### config.mk
export PLATFORM = sky130hd
export DESIGN_NAME = injector_pulse_timer_flat
export DESIGN_NICKNAME = d
export VERILOG_FILES = /design/src/rtl/injector_pulse_timer_pkg.sv /design/src/rtl/injector_pulse_timer_if.sv /design/src/rtl/injector_pulse_timer_chop.sv /design/src/rtl/injector_pulse_timer.sv /design/src/flat_wrapper.sv
export SDC_FILE = /design/constraint.sdc
export NUM_CORES = 1
export LEC_CHECK = 0
export CAP_MARGIN = 20
export CORE_ASPECT_RATIO = 1.5
export CORE_UTILIZATION = 30
export CTS_CLUSTER_SIZE = 40
export DETAILED_ROUTE_END_ITERATION = 6
export MAX_ROUTING_LAYER = met4
export PLACE_DENSITY = 0.53
export SLEW_MARGIN = 20
export SYNTH_ARGS = -nofsm -noshare
export SYNTH_HDL_FRONTEND = slang
export SYNTH_HIERARCHICAL = 1
export SYNTH_SLANG_ARGS = --single-unit
### constraint.sdc
create_clock -name i_clk -period 6.5 [get_ports i_clk]
set_input_delay 0.975 -clock i_clk [delete_from_list [all_inputs] [get_ports i_clk]]
set_output_delay 0.975 -clock i_clk [all_outputs]
set_load 0.05 [all_outputs]
### src/rtl/injector_pulse_timer_pkg.sv
// Shared types and default widths for the injector pulse timer and its register bank.
// The timing struct mirrors the SPI-loaded words W, P, N and H.
package inj_pkg;

  localparam int DEF_CNT_W = 16;
  localparam int DEF_PER_W = 12;

  typedef enum logic [1:0] {
    IDLE = 2'd0,
    PEAK = 2'd1,
    HOLD = 2'd2
  } inj_timer_state_t;

  typedef struct packed {
    logic [DEF_CNT_W-1:0] w;
    logic [DEF_CNT_W-1:0] p;
    logic [DEF_PER_W-1:0] n;
    logic [DEF_PER_W-1:0] h;
  } inj_timing_t;

endpackage

### src/rtl/injector_pulse_timer_if.sv
// Trigger, timing-word and strobe bundle between the sequencer side and the pulse timer.
// The master drives requests and timing words; the slave (the timer) drives the strobes.
interface injector_pulse_timer_if #(
  parameter int CNT_W = 16,
  parameter int PER_W = 12
);

  logic             i_trigger;
  logic             i_abort;
  logic [CNT_W-1:0] i_pulse_width;
  logic [CNT_W-1:0] i_peak_time;
  logic [PER_W-1:0] i_hold_period;
  logic [PER_W-1:0] i_hold_on;
  logic             o_enable;
  logic             o_peak;
  logic             o_period;
  logic             o_hold;
  logic             o_busy;
  logic             o_done;
  logic             o_overlap;

  modport master (
    output i_trigger, i_abort, i_pulse_width, i_peak_time, i_hold_period, i_hold_on,
    input  o_enable, o_peak, o_period, o_hold, o_busy, o_done, o_overlap
  );

  modport slave (
    input  i_trigger, i_abort, i_pulse_width, i_peak_time, i_hold_period, i_hold_on,
    output o_enable, o_peak, o_period, o_hold, o_busy, o_done, o_overlap
  );

endinterface

### src/rtl/injector_pulse_timer_chop.sv
// Wrapping hold-chop counter: p restarts at 0 on entry to HOLD and wraps from N-1 to 0.
// Strobes are registered and computed from the next count so they line up with p.
module inj_chop_counter #(
  parameter int PER_W = 12
) (
  input  logic             i_clk,
  input  logic             i_rst,
  input  logic             i_clr,
  input  logic             i_start,
  input  logic             i_adv,
  input  logic [PER_W-1:0] i_period_len,
  input  logic [PER_W-1:0] i_on_len,
  output logic             o_period,
  output logic             o_hold
);

  logic [PER_W-1:0] p;
  logic [PER_W-1:0] p_n;
  logic             active_n;
  logic             period_n;
  logic             hold_n;

  // N==0 parks the count at 0; H>=N suppresses the hold-off strobe entirely.
  always_comb begin
    p_n      = p;
    active_n = 1'b0;
    if (i_clr) begin
      p_n = '0;
    end else if (i_start) begin
      p_n      = '0;
      active_n = 1'b1;
    end else if (i_adv) begin
      active_n = 1'b1;
      if (i_period_len == '0 || p == i_period_len - PER_W'(1)) begin
        p_n = '0;
      end else begin
        p_n = p + PER_W'(1);
      end
    end
    period_n = active_n && (i_period_len != '0) && (p_n == '0);
    hold_n   = active_n && (i_on_len < i_period_len) && (p_n == i_on_len);
  end

  always_ff @(posedge i_clk or posedge i_rst) begin
    if (i_rst) begin
      p        <= '0;
      o_period <= 1'b0;
      o_hold   <= 1'b0;
    end else begin
      p        <= p_n;
      o_period <= period_n;
      o_hold   <= hold_n;
    end
  end

endmodule

### src/rtl/injector_pulse_timer.sv
// Peak-and-hold timing generator feeding the single-injector drive FSM.
// All strobes are registered; next-cycle values are derived from the next state.
module injector_pulse_timer
  import inj_pkg::*;
#(
  parameter int CNT_W = DEF_CNT_W,
  parameter int PER_W = DEF_PER_W
) (
  input logic i_clk,
  input logic i_rst,
  injector_pulse_timer_if.slave bus
);

  inj_timer_state_t state;
  inj_timer_state_t state_n;

  logic [CNT_W-1:0] e;
  logic [CNT_W-1:0] e_n;
  logic [CNT_W-1:0] w_q;
  logic [CNT_W-1:0] w_n;
  logic [CNT_W-1:0] p_q;
  logic [CNT_W-1:0] p_n;
  logic [PER_W-1:0] n_q;
  logic [PER_W-1:0] n_n;
  logic [PER_W-1:0] h_q;
  logic [PER_W-1:0] h_n;

  logic peak_n;
  logic done_n;
  logic overlap_n;
  logic chop_start;
  logic chop_adv;
  logic chop_clr;

  logic enable_q;
  logic busy_q;
  logic peak_q;
  logic done_q;
  logic overlap_q;

  // e counts enable cycles from 0; HOLD is entered in the very cycle e reaches P.
  always_comb begin
    state_n    = state;
    e_n        = e;
    w_n        = w_q;
    p_n        = p_q;
    n_n        = n_q;
    h_n        = h_q;
    peak_n     = 1'b0;
    done_n     = 1'b0;
    overlap_n  = 1'b0;
    chop_start = 1'b0;
    chop_adv   = 1'b0;
    case (state)
      IDLE: begin
        if (bus.i_trigger && !bus.i_abort && bus.i_pulse_width != '0) begin
          w_n = bus.i_pulse_width;
          p_n = bus.i_peak_time;
          n_n = bus.i_hold_period;
          h_n = bus.i_hold_on;
          e_n = '0;
          if (bus.i_peak_time == '0) begin
            state_n    = HOLD;
            peak_n     = 1'b1;
            chop_start = 1'b1;
          end else begin
            state_n = PEAK;
          end
        end
      end
      default: begin
        overlap_n = bus.i_trigger && !bus.i_abort;
        if (bus.i_abort) begin
          state_n = IDLE;
          e_n     = '0;
        end else if (e == w_q - CNT_W'(1)) begin
          state_n = IDLE;
          e_n     = '0;
          done_n  = 1'b1;
        end else begin
          e_n = (e == '1) ? e : e + CNT_W'(1);
          if (state == PEAK && e_n == p_q) begin
            state_n    = HOLD;
            peak_n     = 1'b1;
            chop_start = 1'b1;
          end else if (state == HOLD) begin
            chop_adv = 1'b1;
          end
        end
      end
    endcase
    chop_clr = (state_n == IDLE);
  end

  always_ff @(posedge i_clk or posedge i_rst) begin
    if (i_rst) begin
      state     <= IDLE;
      e         <= '0;
      w_q       <= '0;
      p_q       <= '0;
      n_q       <= '0;
      h_q       <= '0;
      enable_q  <= 1'b0;
      busy_q    <= 1'b0;
      peak_q    <= 1'b0;
      done_q    <= 1'b0;
      overlap_q <= 1'b0;
    end else begin
      state     <= state_n;
      e         <= e_n;
      w_q       <= w_n;
      p_q       <= p_n;
      n_q       <= n_n;
      h_q       <= h_n;
      enable_q  <= (state_n != IDLE);
      busy_q    <= (state_n != IDLE);
      peak_q    <= peak_n;
      done_q    <= done_n;
      overlap_q <= overlap_n;
    end
  end

  // Fed the next latched words so a P==0 start can chop from the first enable cycle.
  inj_chop_counter #(
    .PER_W(PER_W)
  ) u_chop (
    .i_clk       (i_clk),
    .i_rst       (i_rst),
    .i_clr       (chop_clr),
    .i_start     (chop_start),
    .i_adv       (chop_adv),
    .i_period_len(n_n),
    .i_on_len    (h_n),
    .o_period    (bus.o_period),
    .o_hold      (bus.o_hold)
  );

  assign bus.o_enable  = enable_q;
  assign bus.o_busy    = busy_q;
  assign bus.o_peak    = peak_q;
  assign bus.o_done    = done_q;
  assign bus.o_overlap = overlap_q;

endmodule

### src/flat_wrapper.sv
// flat-port wrapper written by rule: the top's interface ports become plain ports
module injector_pulse_timer_flat import inj_pkg::*;
#(
  parameter int CNT_W = DEF_CNT_W,
  parameter int PER_W = DEF_PER_W
)
  (i_clk, i_rst, bus_i_trigger, bus_i_abort, bus_i_pulse_width, bus_i_peak_time, bus_i_hold_period, bus_i_hold_on, bus_o_enable, bus_o_peak, bus_o_period, bus_o_hold, bus_o_busy, bus_o_done, bus_o_overlap);
  injector_pulse_timer_if #(.CNT_W(CNT_W), .PER_W(PER_W)) bus_i ();
  input logic i_clk;
  input logic i_rst;
  input wire logic [$bits(bus_i.i_trigger)-1:0] bus_i_trigger;
  input wire logic [$bits(bus_i.i_abort)-1:0] bus_i_abort;
  input wire logic [$bits(bus_i.i_pulse_width)-1:0] bus_i_pulse_width;
  input wire logic [$bits(bus_i.i_peak_time)-1:0] bus_i_peak_time;
  input wire logic [$bits(bus_i.i_hold_period)-1:0] bus_i_hold_period;
  input wire logic [$bits(bus_i.i_hold_on)-1:0] bus_i_hold_on;
  output wire logic [$bits(bus_i.o_enable)-1:0] bus_o_enable;
  output wire logic [$bits(bus_i.o_peak)-1:0] bus_o_peak;
  output wire logic [$bits(bus_i.o_period)-1:0] bus_o_period;
  output wire logic [$bits(bus_i.o_hold)-1:0] bus_o_hold;
  output wire logic [$bits(bus_i.o_busy)-1:0] bus_o_busy;
  output wire logic [$bits(bus_i.o_done)-1:0] bus_o_done;
  output wire logic [$bits(bus_i.o_overlap)-1:0] bus_o_overlap;
  assign bus_i.i_trigger = bus_i_trigger;
  assign bus_i.i_abort = bus_i_abort;
  assign bus_i.i_pulse_width = bus_i_pulse_width;
  assign bus_i.i_peak_time = bus_i_peak_time;
  assign bus_i.i_hold_period = bus_i_hold_period;
  assign bus_i.i_hold_on = bus_i_hold_on;
  assign bus_o_enable = bus_i.o_enable;
  assign bus_o_peak = bus_i.o_peak;
  assign bus_o_period = bus_i.o_period;
  assign bus_o_hold = bus_i.o_hold;
  assign bus_o_busy = bus_i.o_busy;
  assign bus_o_done = bus_i.o_done;
  assign bus_o_overlap = bus_i.o_overlap;
  injector_pulse_timer #(.CNT_W(CNT_W), .PER_W(PER_W)) u_core (.i_clk(i_clk), .i_rst(i_rst), .bus(bus_i));
endmodule
==> results_dict.tcl, run 1 <==
set metrics [dict create \
    cts_num_sinks 92 \
    globalplace.congestion 0.923 \
    num-fill-cells 2185 \
    core.rowCount 64 \
    final_util 0.363 \
    clkTransAtPathRegs_ns 0.07 \
    yosysMostFrequentCell "nand2_1" \
    cts.path.max_buffers 2 \
    dr.first_iter.drc_count 393 \
    power_density_nw_per_um2 243 \
    cap_violations 0 \
    grt_max_degree 63 \
    hold_violations 0 \
    overflow 0 \
    peakVddDrop_mv 0.116 \
    yosysWarnings 6 \
    diodes 0 \
    final.setup.tns_ns 0 \
    clock_latency_ns 0.34 \
    postCtsSetupRepairBufs 0 \
    startpoint "bus_i_pulse_width[8]" \
    synth_edf_count 0 \
    power_w 0.00181 \
    ys.flop_type "dfrtp_1" \
    path_cells "clkdlybuf4s50_1 -> nor4_1 -> a41oi_1 -> nand2_2 -> clkinv_1 -> nand2_1 -> nand2_1 -> or4_1 -> o31a_1 -> a211oi_1 -> nor4b_4 -> nand3_1 -> a21boi_2 -> o21ai_1 -> nor4b_2" \
    synthesis.area_um2 6290 \
    drive_gt1_frac 0.0572 \
    critical-path-top-delay-family "simple AND/OR/NAND/NOR gates" \
    r2r_slack_ns 1.28 \
    crit_buf_inv 2 \
    port_buffers 66 \
    path_class "input port to flip-flop" \
    core_area_um2 20500 \
    async_flop_share 1.00 \
    slowest_stage "or4_1" \
    area_growth_syn_to_layout_pct 18.4 \
    fmax_mhz 191 \
    worstPathMaxFanout 13 \
    crit_path_end_kind "flip-flop" \
    placedCellCount 1070 \
    vias_per_cell 5.32 \
    yosys-top-cells-count "190 x nand2_1, 92 x dfrtp_1, 46 x nor2_1" \
    postSynthNetCount 850 \
    run_status "complete, no violations" \
    die-area_um2 21600 \
    yosys-top-cells-area "dfrtp_1 37%, nand2_1 11%, xnor2_1 4.5%, xor2_1 3.9%, ha_1 3.2%" \
    cp.required_ns 6.71 \
    numCtsBuffers 9 \
    place_ws_ns 0.925 \
    clockRootBuffer "clkbuf_16" \
    hp-class "flip-flop to flip-flop" \
    synth_top_area_cell "dfrtp_1" \
    setup_viol 0 \
    synth_cell_types 71 \
    grt_pass1_vias 5948 \
    cts_max_level 3 \
    ys_ff_latch 92 \
    die_w_um 120 \
    setup_ws_ns 1.26 \
    wl_mm 20.0 \
    cts_tree "yes" \
    cts_hold_buffers 0 \
    skew_ns 0.00968 \
    routedWlPerCell_um 18.4 \
    leakage_nw 3.17 \
    cts_resized 0 \
    first_pass_iters 4 \
    grt_use_total 0.198 \
    tightest_slew_ns 0.996 \
    slew_violations 0 \
    startpoint_type "input port" \
    fin_crit_ns 5.24 \
    dpl.hpwl_mm 15.7 \
    postSynthCellCount 774 \
    stdcell_count 1086 \
    syn_avg_cell_area_um2 8.13 \
    timing.critical_path.arrival_ns 5.46 \
    io_pins 67 \
    crit_path_max_incr_delay_ns 0.69 \
    cpMostUsedCell "nand2_1" \
    drcViolationCount 0 \
    vias 5780 \
    rsz0062_at_grt "false" \
    yosysTopAreaCellShare 0.366 \
    start_util 0.307 \
    seq_area_frac_synth 0.366 \
    final_nets 893 \
    grt_pass1_wl_mm 31.6 \
    hold_path.startpoint "u_core/p_q[0]" \
    rr_startpoint "u_core/w_q[2]" \
    die_h_um 179 \
    period_share 0.806 \
    slew_headroom 0.333 \
    postRouteAntennaNets 0 \
    antenna_found_initial 0 \
]
==> placed cells by master, fill, tap and decap left out, types with 5 or more instances in the layout <==
master | synthesis | routed
a211oi_1 | 7 | 7
a21o_1 | 10 | 10
a21oi_1 | 17 | 17
a31oi_1 | 11 | 11
and3_1 | 5 | 5
buf_4 | 3 | 8
clkbuf_16 | 0 | 9
clkdlybuf4s50_1 | 0 | 66
dfrtp_1 | 92 | 92
ha_1 | 16 | 16
inv_1 | 30 | 29
mux2i_1 | 7 | 7
nand2_1 | 190 | 189
nand2b_1 | 7 | 7
nand3_1 | 25 | 25
nand4_1 | 22 | 22
nor2_1 | 46 | 46
nor2b_1 | 5 | 5
nor3_1 | 26 | 26
nor4_1 | 21 | 21
o211ai_1 | 6 | 6
o21a_1 | 9 | 9
o21ai_0 | 28 | 28
o22ai_1 | 8 | 8
or3_1 | 7 | 7
xnor2_1 | 32 | 32
xor2_1 | 28 | 28
==> state kept, by name, summed over array words and instances, names as in the netlist <==
signal	count
u_core/u_chop/p	12
u_core/u_chop/o_hold	1
u_core/state	2
u_core/w_q	16
u_core/p_q	16
u_core/e	16
u_core/h_q	12
u_core/bus.o_done	1
u_core/n_q	12
u_core/bus.o_overlap	1
u_core/u_chop/o_period	1
u_core/bus.o_busy	1
u_core/bus.o_peak	1
==> cells by family after synthesis <==
| kind of cell | share of synthesized area |
|---|---|
| and+or+nand+nor | 0.300 |
| AOI/OAI and AO/OA | 0.153 |
| DFF | 0.366 |
| buffers and inverters | 0.0527 |
| xor gates and xnor gates | 0.0835 |
| adders and majority gates | 0.0318 |
| muxes | 0.0129 |
==> layout make-up <==
class                      count  area, µm²  share of cell area
clock buffer                  11        253              0.0339
sequential                    92       2300               0.309
tap                          264        330              0.0444
multi-input combinational    609       3660               0.492
clock inverter                 5       58.8             0.00790
timing repair buffer          74        721              0.0968
inverter                      31        118              0.0158
==> power breakdown <==
| part | internal [W] | leakage, nW | switching, W |
|---|---|---|---|
| logic | 0.000216 | 1.83 | 0.000319 |
| registers | 0.000643 | 1.19 | 0.0000747 |
| clock network | 0.000320 | 0.148 | 0.000238 |
==> worst register-to-register path, stage by stage (launching register included) <==
cell	delay (ns)
dfrtp_1	0.48
or4_1	0.55
nor4_2	0.38
xor2_1	0.19
o221a_2	0.20
o21a_1	0.19
o31ai_4	0.15
nor3b_2	0.84
nand4_1	0.47
nor4_1	0.42
xnor2_1	0.29
o22ai_1	0.14
or4_1	0.43
nand3_1	0.10
nand2_1	0.07
nor4b_2	0.21
==> routing by layer <==
metal / share of wire / GRT usage / wire length (µm) / vias to the layer above
li1: - / - / - / 2825
met1: 0.36 / 0.187 / 7210 / 2780
met2: 0.56 / 0.386 / 11200 / 122
met3: 0.022 / 0.0165 / 446 / 53
met4: 0.054 / 0.118 / 1090 / 0
met5: 0 / - / 0 / -
==> worst paths after layout <==
check,to,cells after the start
min reg2reg,u_core/p_q[0],2
min,u_core/p_q[0],2
min in group asynchronous,u_core/w_q[15],2
max reg2reg,u_core/u_chop/o_hold,15
max,u_core/u_chop/o_hold,15
max in group asynchronous,u_core/p_q[6],3
==> per-stage QoR <==
stage	cell area [µm²]	hold WS [ns]
after floorplan	6290	0.436
after global placement	7130	0.490
after detailed placement	7130	0.504
after CTS	7450	0.522
after global routing	7450	0.554
final	7450	0.513
No activity file was read; power rests on OpenSTA's default activity.
==> run 2, diff against run 1 <==
Settings changed: PLACE_DENSITY 0.53 to 0.54.
Clock period 6.5 ns to 4.4 ns, I/O delays scaled along.
==> run 2 against run 1 <==
Net effect: global-route usage up 0.65 points; clock-buffer cell count up 1; design area up 14%; power up 59%; via count up 8.0%; non-clock buffer count up 116; core utilization up 5.0 points; sequential cell count unchanged; routed wire length up 5.7%; die area unchanged; critical endpoint unchanged.
==> results_dict.tcl, run 2 (synthesized netlist as in run 1, its figures left out) <==
set metrics [dict create \
    run_status "complete, no violations" \
    final_nets 1009 \
    hold_ws_ns 0.513 \
    routedWlPerCell_um 17.6 \
    fin_area_um2 8470 \
    num-fill-cells 2131 \
    dr.first_iter.drc_count 285 \
    vias 6240 \
    largest_registers "u_core/e x16, u_core/p_q x16, u_core/w_q x16" \
    antenna_found_initial 0 \
    slew_violations 0 \
    crit_buf_inv 1 \
    clock_latency_ns 0.35 \
    diodes 0 \
    dpl_cell_area_um2 8010 \
    peakVddDrop_mv 0.190 \
    place_ws_ns -0.373 \
    grt_max_degree 45 \
    cap_violations 0 \
    wl_mm 21.1 \
    skew_ns 0.00733 \
    crit_path_end_kind "flip-flop" \
    power_w 0.00288 \
    core_area_um2 20500 \
    slew_headroom 0.483 \
    core.rowCount 64 \
    hold_violations 0 \
    die_w_um 120 \
    layout_common_cells "187 x nand2_1, 121 x buf_4, 91 x dfrtp_1" \
    period_share 0.963 \
    vias_per_cell 5.19 \
    cpMostUsedCell "nand4_1" \
    p_int_w 0.00191 \
    power_frac_seq 0.365 \
    area_growth_syn_to_layout_pct 34.7 \
    cts_num_sinks 92 \
    regArea_um2 2300 \
    die_h_um 179 \
    io_pins 67 \
    grt_use_total 0.204 \
    slowest_stage "or4b_4" \
    worstPathMaxFanout 4 \
    startpoint_type "flip-flop" \
    critical-path-top-delay-family "simple AND/OR/NAND/NOR gates" \
    setup_viol 0 \
    clockRootBuffer "clkbuf_16" \
    timing.critical_path.arrival_ns 4.49 \
    overflow 0 \
    path_cells "or4_4 -> nor2_2 -> xnor2_1 -> nand4_1 -> or4b_4 -> o31ai_4 -> nor3b_4 -> nand4_1 -> buf_4 -> nor3_1 -> xnor2_2 -> o22ai_1 -> or4_1 -> nand3_1 -> nand2_1 -> nor4b_2" \
    power_density_nw_per_um2 340 \
    final_common_cell "nand2_1" \
    cp.required_ns 4.65 \
    first_pass_iters 5 \
    fin_crit_ns 4.24 \
    final.setup.tns_ns 0 \
    clockPowerShare 0.291 \
    die-area_um2 21600 \
    cts.path.max_buffers 2 \
    postRouteAntennaNets 0 \
    fmax_mhz 236 \
    combPwrFrac 0.344 \
    multi_input_area_um2 3780 \
    clkTransAtPathRegs_ns 0.07 \
    tightest_slew_ns 0.775 \
    grt_pass1_wl_mm 32.6 \
    r2r_slack_ns 0.16 \
    grt_pass1_vias 6217 \
    numCtsBuffers 9 \
    power.switching_w 0.000973 \
    cts_tree "yes" \
    swShare 0.338 \
    hp-class "flip-flop to flip-flop" \
    drive_gt1_frac 0.200 \
    leakage_nw 3.78 \
    drcViolationCount 0 \
    setup_ws_ns 0.164 \
    port_buffers 66 \
    cts_max_level 3 \
    globalplace.congestion 0.916 \
    crit_path_max_incr_delay_ns 0.59 \
    path_class "flip-flop to flip-flop" \
    cts_hold_buffers 0 \
    start_util 0.307 \
    dpl.hpwl_mm 16.8 \
]
run 2: changes by cell type in the layout (fill, tap and decap cells not counted), sizes merged:
cell	delta
inv	+2
clkbuf	+1
clkinv	-1
clkinvlp	-2
buf	+116
run 2: metrics by stage:
step / cells / utilization
after floorplan: 774 / -
after global placement: 1183 / 0.391
after detailed placement: 1183 / 0.391
after CTS: 1199 / 0.406
after global routing: 1202 / 0.413
final: 1202 / 0.413
run 2: cell type report:
class / count / area share
inverters: 31 / 0.0139
well taps: 264 / 0.0390
multi-input cells: 609 / 0.446
clock inverters: 4 / 0.00620
clock buffers: 12 / 0.0315
repair buffers: 190 / 0.191
flip-flops and latches: 92 / 0.272
run 2: power by group through the flow:
stage	Sequential (W)	Combinational [W]	Clock [W]
floorplan	0.00103	0.000577	0
global placement	0.00106	0.000958	0
detailed placement	0.00106	0.000964	0
CTS	0.00105	0.000972	0.000867
global route	0.00106	0.00109	0.000901
finish	0.00105	0.000991	0.000838
run 2: final timing paths:
kind                          startpoint                     end  cells after the start
setup reg to reg           u_core/w_q[0]    u_core/u_chop/o_hold                     16
setup / recovery           u_core/w_q[0]    u_core/u_chop/o_hold                     16
hold reg to reg            u_core/p_q[0]           u_core/p_q[0]                      2
max in group asynchronous          i_rst          u_core/p_q[15]                      3
hold / removal             u_core/p_q[0]           u_core/p_q[0]                      2
min in group asynchronous          i_rst  u_core/u_chop/o_period                      2
run 2: worst reg2reg max path: stages (launching register included):
cell	delay (ns)
dfrtp_1	0.42
or4_4	0.58
nor2_2	0.12
xnor2_1	0.13
nand4_1	0.17
or4b_4	0.59
o31ai_4	0.38
nor3b_4	0.11
nand4_1	0.17
buf_4	0.16
nor3_1	0.07
xnor2_2	0.27
o22ai_1	0.13
or4_1	0.43
nand3_1	0.10
nand2_1	0.06
nor4b_2	0.25
run 2: repair_timing:
item,CTS,global route
endpoints found under the hold margin,0,0
gates cloned,0,0
endpoints found under the setup margin,1,3
gates resized for setup,2,28
buffers inserted,0,3
pin swaps,1,14
run 2: metal layers:
metal / share of wire / global-route usage
met1: 0.37 / 0.201
met2: 0.57 / 0.400
met3: 0.023 / 0.0218
met4: 0.039 / 0.0900
met5: 0 / -
==> edit 1: new RTL, flow settings as in run 2 <==
Take the reset off `w_q` and load it in a clocked block of its own.
--- a/src/rtl/injector_pulse_timer.sv
+++ b/src/rtl/injector_pulse_timer.sv
@@ -96,7 +96,6 @@
     if (i_rst) begin
       state     <= IDLE;
       e         <= '0;
-      w_q       <= '0;
       p_q       <= '0;
       n_q       <= '0;
       h_q       <= '0;
@@ -108,7 +107,6 @@
     end else begin
       state     <= state_n;
       e         <= e_n;
-      w_q       <= w_n;
       p_q       <= p_n;
       n_q       <= n_n;
       h_q       <= h_n;
@@ -118,6 +116,10 @@
       done_q    <= done_n;
       overlap_q <= overlap_n;
     end
+  end
+
+  always_ff @(posedge i_clk) begin
+    w_q <= w_n;
   end
 
   // Fed the next latched words so a P==0 start can chop from the first enable cycle.
Behaviour: same outputs for any inputs over 4 cycles, from zero or initial values and one cycle with i_rst high; that may be too few to reach the edited logic, so the function may still have changed.
==> edit 1 against run 2 <==
Worst hold slack got worse by 17 ps; sequential cell count stayed put; largest cell class unchanged; worst setup slack lost 7.5 ps; via count shrank 3.0%; power is 10% lower; clock power is 2.7% lower; routed wire length decreased by 1.5%; sequential share of layout area is 1.8 points higher; critical path type unchanged; global-route usage rose by 0.53 points; combinational power shrank 21%; cell area fell by 3.1%; clock skew is 2.6 ps higher; area after synthesis down 1.4%; non-clock buffer count down 11.
==> edit 1: results (changes against run 2) <==
- The flow ran to the end, and the final reports show no timing, DRC or antenna violations.
- The number of iterations in the first detailed-routing pass came to 4 (-1).
- The via count of the first global-routing pass is 6190 (-0.43%).
- The post-route non-filler standard cell count was 1138 (-5.3%).
- The total vias in the final route is 6055 (-3.0%).
- The post-detailed-placement half-perimeter wirelength is 16510 um (-1.5%).
- The final hold slack came to 496.0 ps (-16.96 ps).
- Sorting the synthesized cells by area gives the leading types as dfrtp_1 (31%), nand2_1 (9.1%), edfxtp_1 (7.7%), xnor2_1 (6.1%), ha_1 (3.2%).
- The share of power burned in the clock network is 31.4% (+2.3 points).
- The post-CTS resize count is 0 (-2).
- The worst reg-to-reg path cell count was 17 (+1).
- The overall track demand over capacity in global routing is 20.97% (+0.53 points).
- The violation count after the first detailed-routing iteration came to 437 (+53%).
- The worst setup slack before clock tree synthesis is -82.55 ps (+290.5 ps).
- The startpoint of the tightest hold check path is u_core/p_q[15]$_DFFE_PP0P_.
- The leakage power is 3.450 nW (-8.7%).
- The proportion of power drawn by combinational gates is 30.2% (-4.2 points).
- The final clock skew is 9.895 ps (+2.560 ps).
- The count of flip-flops with a built-in enable after synthesis was 16 (+16).
- The sum of met3 wire segment lengths after detailed routing came to 664 um (+39%).
- The sequential area share after synthesis is 38.42% (+1.8 points).
- The arrival time of data at the critical path endpoint is 4510 ps (+20 ps).
- The length of routed met2 wiring is 11750 um (-2.7%).
- The launch point of the worst reg-to-reg path is u_core/w_q[0]$_DFFE_PP_.
- The fraction of layout cells with a size suffix above 1 is 19.34% (-0.71 points).
- The global placer's final weighted congestion is 0.9320 (+1.8%).
- The area share of the leading cell type in the synthesized netlist came to 30.67% (-5.9 points).
- The number of distinct library cells after synthesis is 80 (+13%).
- The share of the clock period used by the worst path after layout is 96.44% (+0.17 points).
- The final-layout fill cell count came to 2137 (+0.28%).
- By count the netlist is led by nand2_1 (150), dfrtp_1 (76), nor2_1 (43), xnor2_1 (43), nand3_1 (29).
- The met3 usage is 2.174% (-0.0096 points).
- The worst voltage drop across the vdd grid came to 0.0001738 V (-8.4%).
- The sequential cell area is 2382 um2 (+3.4%).
- The met1 layer usage reported by global route is 19.85% (-0.26 points).
- The number of instances in the placed design is 1120 (-5.3%).
- The tightest slew margin relative to the limit is 35.29% (-13 points).
[edit 1: changes by cell type in the layout (fill, tap and decap cells not counted), moves of 8 or more]
| cell | run 2 | this run |
|---|---|---|
| xnor2_1 | 30 | 43 |
| o21ai_0 | 27 | 16 |
| buf_4 | 121 | 112 |
| xor2_1 | 28 | 20 |
| dfrtp_1 | 91 | 76 |
| edfxtp_1 | 0 | 16 |
| nand2_1 | 187 | 150 |
[edit 1: area by class of cell]
type	count	share of cell area (%)
multi-input combinational	561	43.62
sequential	92	29.01
timing repair buffer	179	18.42
tap	264	4.023
clock buffer	11	3.093
inverter	27	1.234
clock inverter	4	0.5942
[edit 1: cell families after synthesis]
kind of cell               Yosys count  synth area share [%]
muxes                               13                 2.159
and+or+nand+nor                    349                 28.31
buffers and inverters               70                 5.105
AOI/OAI and AO/OA                  120                 13.88
xor gates and xnor gates            63                 8.898
DFF                                 92                 38.42
adders and majority gates           16                 3.228
==> edit 2: new RTL, flow settings as in run 2 <==
Made on the original files. Set the package constant `DEF_PER_W` to 16 (it was 12).
--- a/src/rtl/injector_pulse_timer_pkg.sv
+++ b/src/rtl/injector_pulse_timer_pkg.sv
@@ -3,7 +3,7 @@
 package inj_pkg;
 
   localparam int DEF_CNT_W = 16;
-  localparam int DEF_PER_W = 12;
+  localparam int DEF_PER_W = 16;
 
   typedef enum logic [1:0] {
     IDLE = 2'd0,
Interface: changed (resized bus_i_hold_on and bus_i_hold_period); port bits go from 67 to 75. No check against the original RTL was run, so the function may have changed too.
==> edit 2 against run 2 <==
Cell area up 19%; sequential share of layout area shrank 1.3 points; sequential cell count is 12 higher; critical path type is now in2reg; area after synthesis is 14% higher; first-iteration DRC count rose by 59%; worst setup slack got worse by 42 ps; synthesized cell count is 6.7% higher; power is 4.6% higher; routed wire length increased by 22%; count of clock-buffer cells in the layout unchanged; global-route usage grew 1.4 points; critical path depth rose by 3.
==> edit 2: results (changes against run 2) <==
- The met1 layer usage reported by global route is 20.61% (+0.50 points).
- The largest stage delay on the critical path came to 510 ps (-80 ps).
- In the synthesized netlist, the cells that appear most often are nand2_1 (137), dfrtp_1 (104), xnor2_1 (57), nor2_1 (49), inv_1 (36).
- The count of nets after finishing is 1125 (+11%).
- By area the synthesized netlist is led by dfrtp_1 (36%), nand2_1 (7.2%), xnor2_1 (7.0%), mux2_2 (4.1%), ha_1 (3.5%).
- The post-detailed-placement half-perimeter wirelength came to 20150 um (+20%).
- The diode insertion count for antenna repair is 0 (unchanged).
- The worst voltage drop across the vdd grid is 0.0001776 V (-6.4%).
- The proportion of synthesized flip-flops having asynchronous set or reset was 100.0% (unchanged).
- The run finished with clean final reports.
- The post-CTS resize count is 3 (+1).
- The area share of the leading cell type in the synthesized netlist is 36.27% (-0.33 points).
- The number of vias per cell is 5.250 (+1.1%).
- The number of distinct library cells after synthesis was 79 (+11%).
- The maximum clock path buffer count is 2 (unchanged).
- The number of iterations in the first detailed-routing pass is 5 (unchanged).
- The length of routed met2 wiring came to 14220 um (+18%).
- The number of buffers created by CTS is 9 (unchanged).
- The post-route non-filler standard cell count is 1361 (+13%).
- The post-detailed-route wirelength per cell is 19.02 um (+8.2%).
- The total of warnings raised by yosys is 6 (unchanged).
- The total routed wire length on the met1 layer is 9352 um (+21%).
- The count of buffers inserted at the top-level ports is 74 (+12%).
- The number of instances in the placed design was 1334 (+13%).
- The via count of the first global-routing pass came to 7139 (+15%).
- The root buffer cell is clkbuf_16.
- The final-layout fill cell count was 2333 (+9.5%).
- The latest clock arrival within the worst-skew pair was 370 ps (+20 ps).
- The register clock-pin slew on the reported worst setup and hold paths is 70 ps (about the same).
- The highest fanout seen on the critical path came to 13 (+9).
- The met3 usage is 2.463% (+0.28 points).
- The leakage power is 4.306 nW (+14%).
- The fraction of layout cells with a size suffix above 1 is 26.68% (+6.6 points).
- The sum of met3 wire segment lengths after detailed routing is 860 um (+80%).
- The wire length of the first global-routing pass came to 38870 um (+19%).
- The uppermost metal layer occupied by signal nets is met4.
- The largest net degree at the start of global routing came to 87 (+93%).
- The met2 track demand over resource in global routing is 41.35% (+1.4 points).
- The net count of the mapped netlist came to 914 (+7.5%).
- The cell count after synthesis is 826 (+6.7%).
- The overall track demand over capacity in global routing came to 21.80% (+1.4 points).
- The tightest slew margin relative to the limit was 47.20% (-1.1 points).
- The worst setup slack before clock tree synthesis is -216.8 ps (+156.3 ps).
- The violation count after the first detailed-routing iteration is 454 (+59%).
- The final clock skew was 6.969 ps (-0.3650 ps).
- The cell at the slowest stage of the critical path is clkdlybuf4s50_1.
- The maximum level of the CTS H-tree is 3 (unchanged).
- The global placer's final weighted congestion was 0.9065 (-1.0%).
- The sequential area share after synthesis is 36.27% (-0.33 points).
- The arrival time of data at the critical path endpoint came to 4550 ps (+60 ps).
- The min-delay analysis places its worst path in the category reg2reg.
- The setup fix buffers added after clock tree synthesis came to 3 (+3).
- The post-detailed-placement cell area is 9350 um2 (+17%).
[edit 2: cell types whose count changed after synthesis, sizes merged, moves of 6 or more]
cell,run 2,this run
mux2,1,26
a21oi,17,26
xor2,28,21
dfrtp,92,104
a31oi,11,23
a21o,10,4
nand2,190,137
and4,4,11
o21a,9,2
nand3,26,36
xnor2,32,57
inv,30,37
[edit 2: path summary, 6_finish.rpt]
| check | cells past startpoint | slack (ps) | to | startpoint |
|---|---|---|---|---|
| hold / removal | 2 | 520 | u_core/n_q[0]$_DFF_PP0_ | u_core/n_q[0]$_DFF_PP0_ |
| hold reg to reg | 2 | 520 | u_core/n_q[0]$_DFF_PP0_ | u_core/n_q[0]$_DFF_PP0_ |
| setup reg to reg | 17 | 160 | u_core/u_chop/o_hold$_DFF_PP0_ | u_core/e[1]$_DFFE_PP0P_ |
| min in group asynchronous | 3 | 680 | u_core/n_q[9]$_DFF_PP0_ | i_rst |
| setup / recovery | 19 | 120 | u_core/u_chop/o_hold$_DFF_PP0_ | bus_i_pulse_width[7] |
| max in group asynchronous | 2 | 3190 | u_core/u_chop/p[0]$_DFF_PP0_ | i_rst |
[edit 2: power by group]
| group | switching [mW] | internal, mW | total, mW | leakage [nW] |
|---|---|---|---|---|
| sequential | 0.0876 | 1.06 | 1.15 | 1.33 |
| clock | 0.397 | 0.473 | 0.870 | 0.141 |
| combinational | 0.519 | 0.475 | 0.994 | 2.83 |
| total | 1.00 | 2.01 | 3.01 | 4.31 |
[edit 2: layout make-up]
cell class	instances	area share, %
clock buffer	12	2.552
sequential	104	25.91
tap	319	3.972
inverter	37	1.419
timing repair buffer	246	20.75
clock inverter	4	0.5229
multi-input combinational	639	44.87
[edit 2: cell families (layout without fill, tap and decap cells)]
family          count (synthesis)  in the layout  synth area share (%)
compound gates                147            147                 14.07
mux                            33             33                 5.057
buf+inv                        83            299                 5.126
flops                         104            104                 36.27
xor+xnor                       78             78                 9.521
fa+ha+maj                      20             20                 3.487
simple gates                  361            361                 26.47
[edit 2: worst max-delay path, delay by kind of cell]
kind | cells | cell delay [ps]
compound gates | 3 | 640
xor+xnor | 1 | 120
buf+inv | 5 | 1140
simple gates | 10 | 1980
[edit 2: through the flow]
| step | utilization [%] | TNS, ps | power (mW) | hold slack (ps) |
|---|---|---|---|---|
| after global placement | 39.67 | -250.9 | 2.091 | 513.0 |
| after CTS | 41.15 | 0 | 2.980 | 539.2 |
| after detailed placement | 39.67 | -436.7 | 2.101 | 522.9 |
| after global routing | 42.64 | -71.62 | 3.167 | 552.9 |
| final | 42.64 | 0 | 3.011 | 521.4 |
| after floorplan | - | 0 | 1.693 | 436.0 |
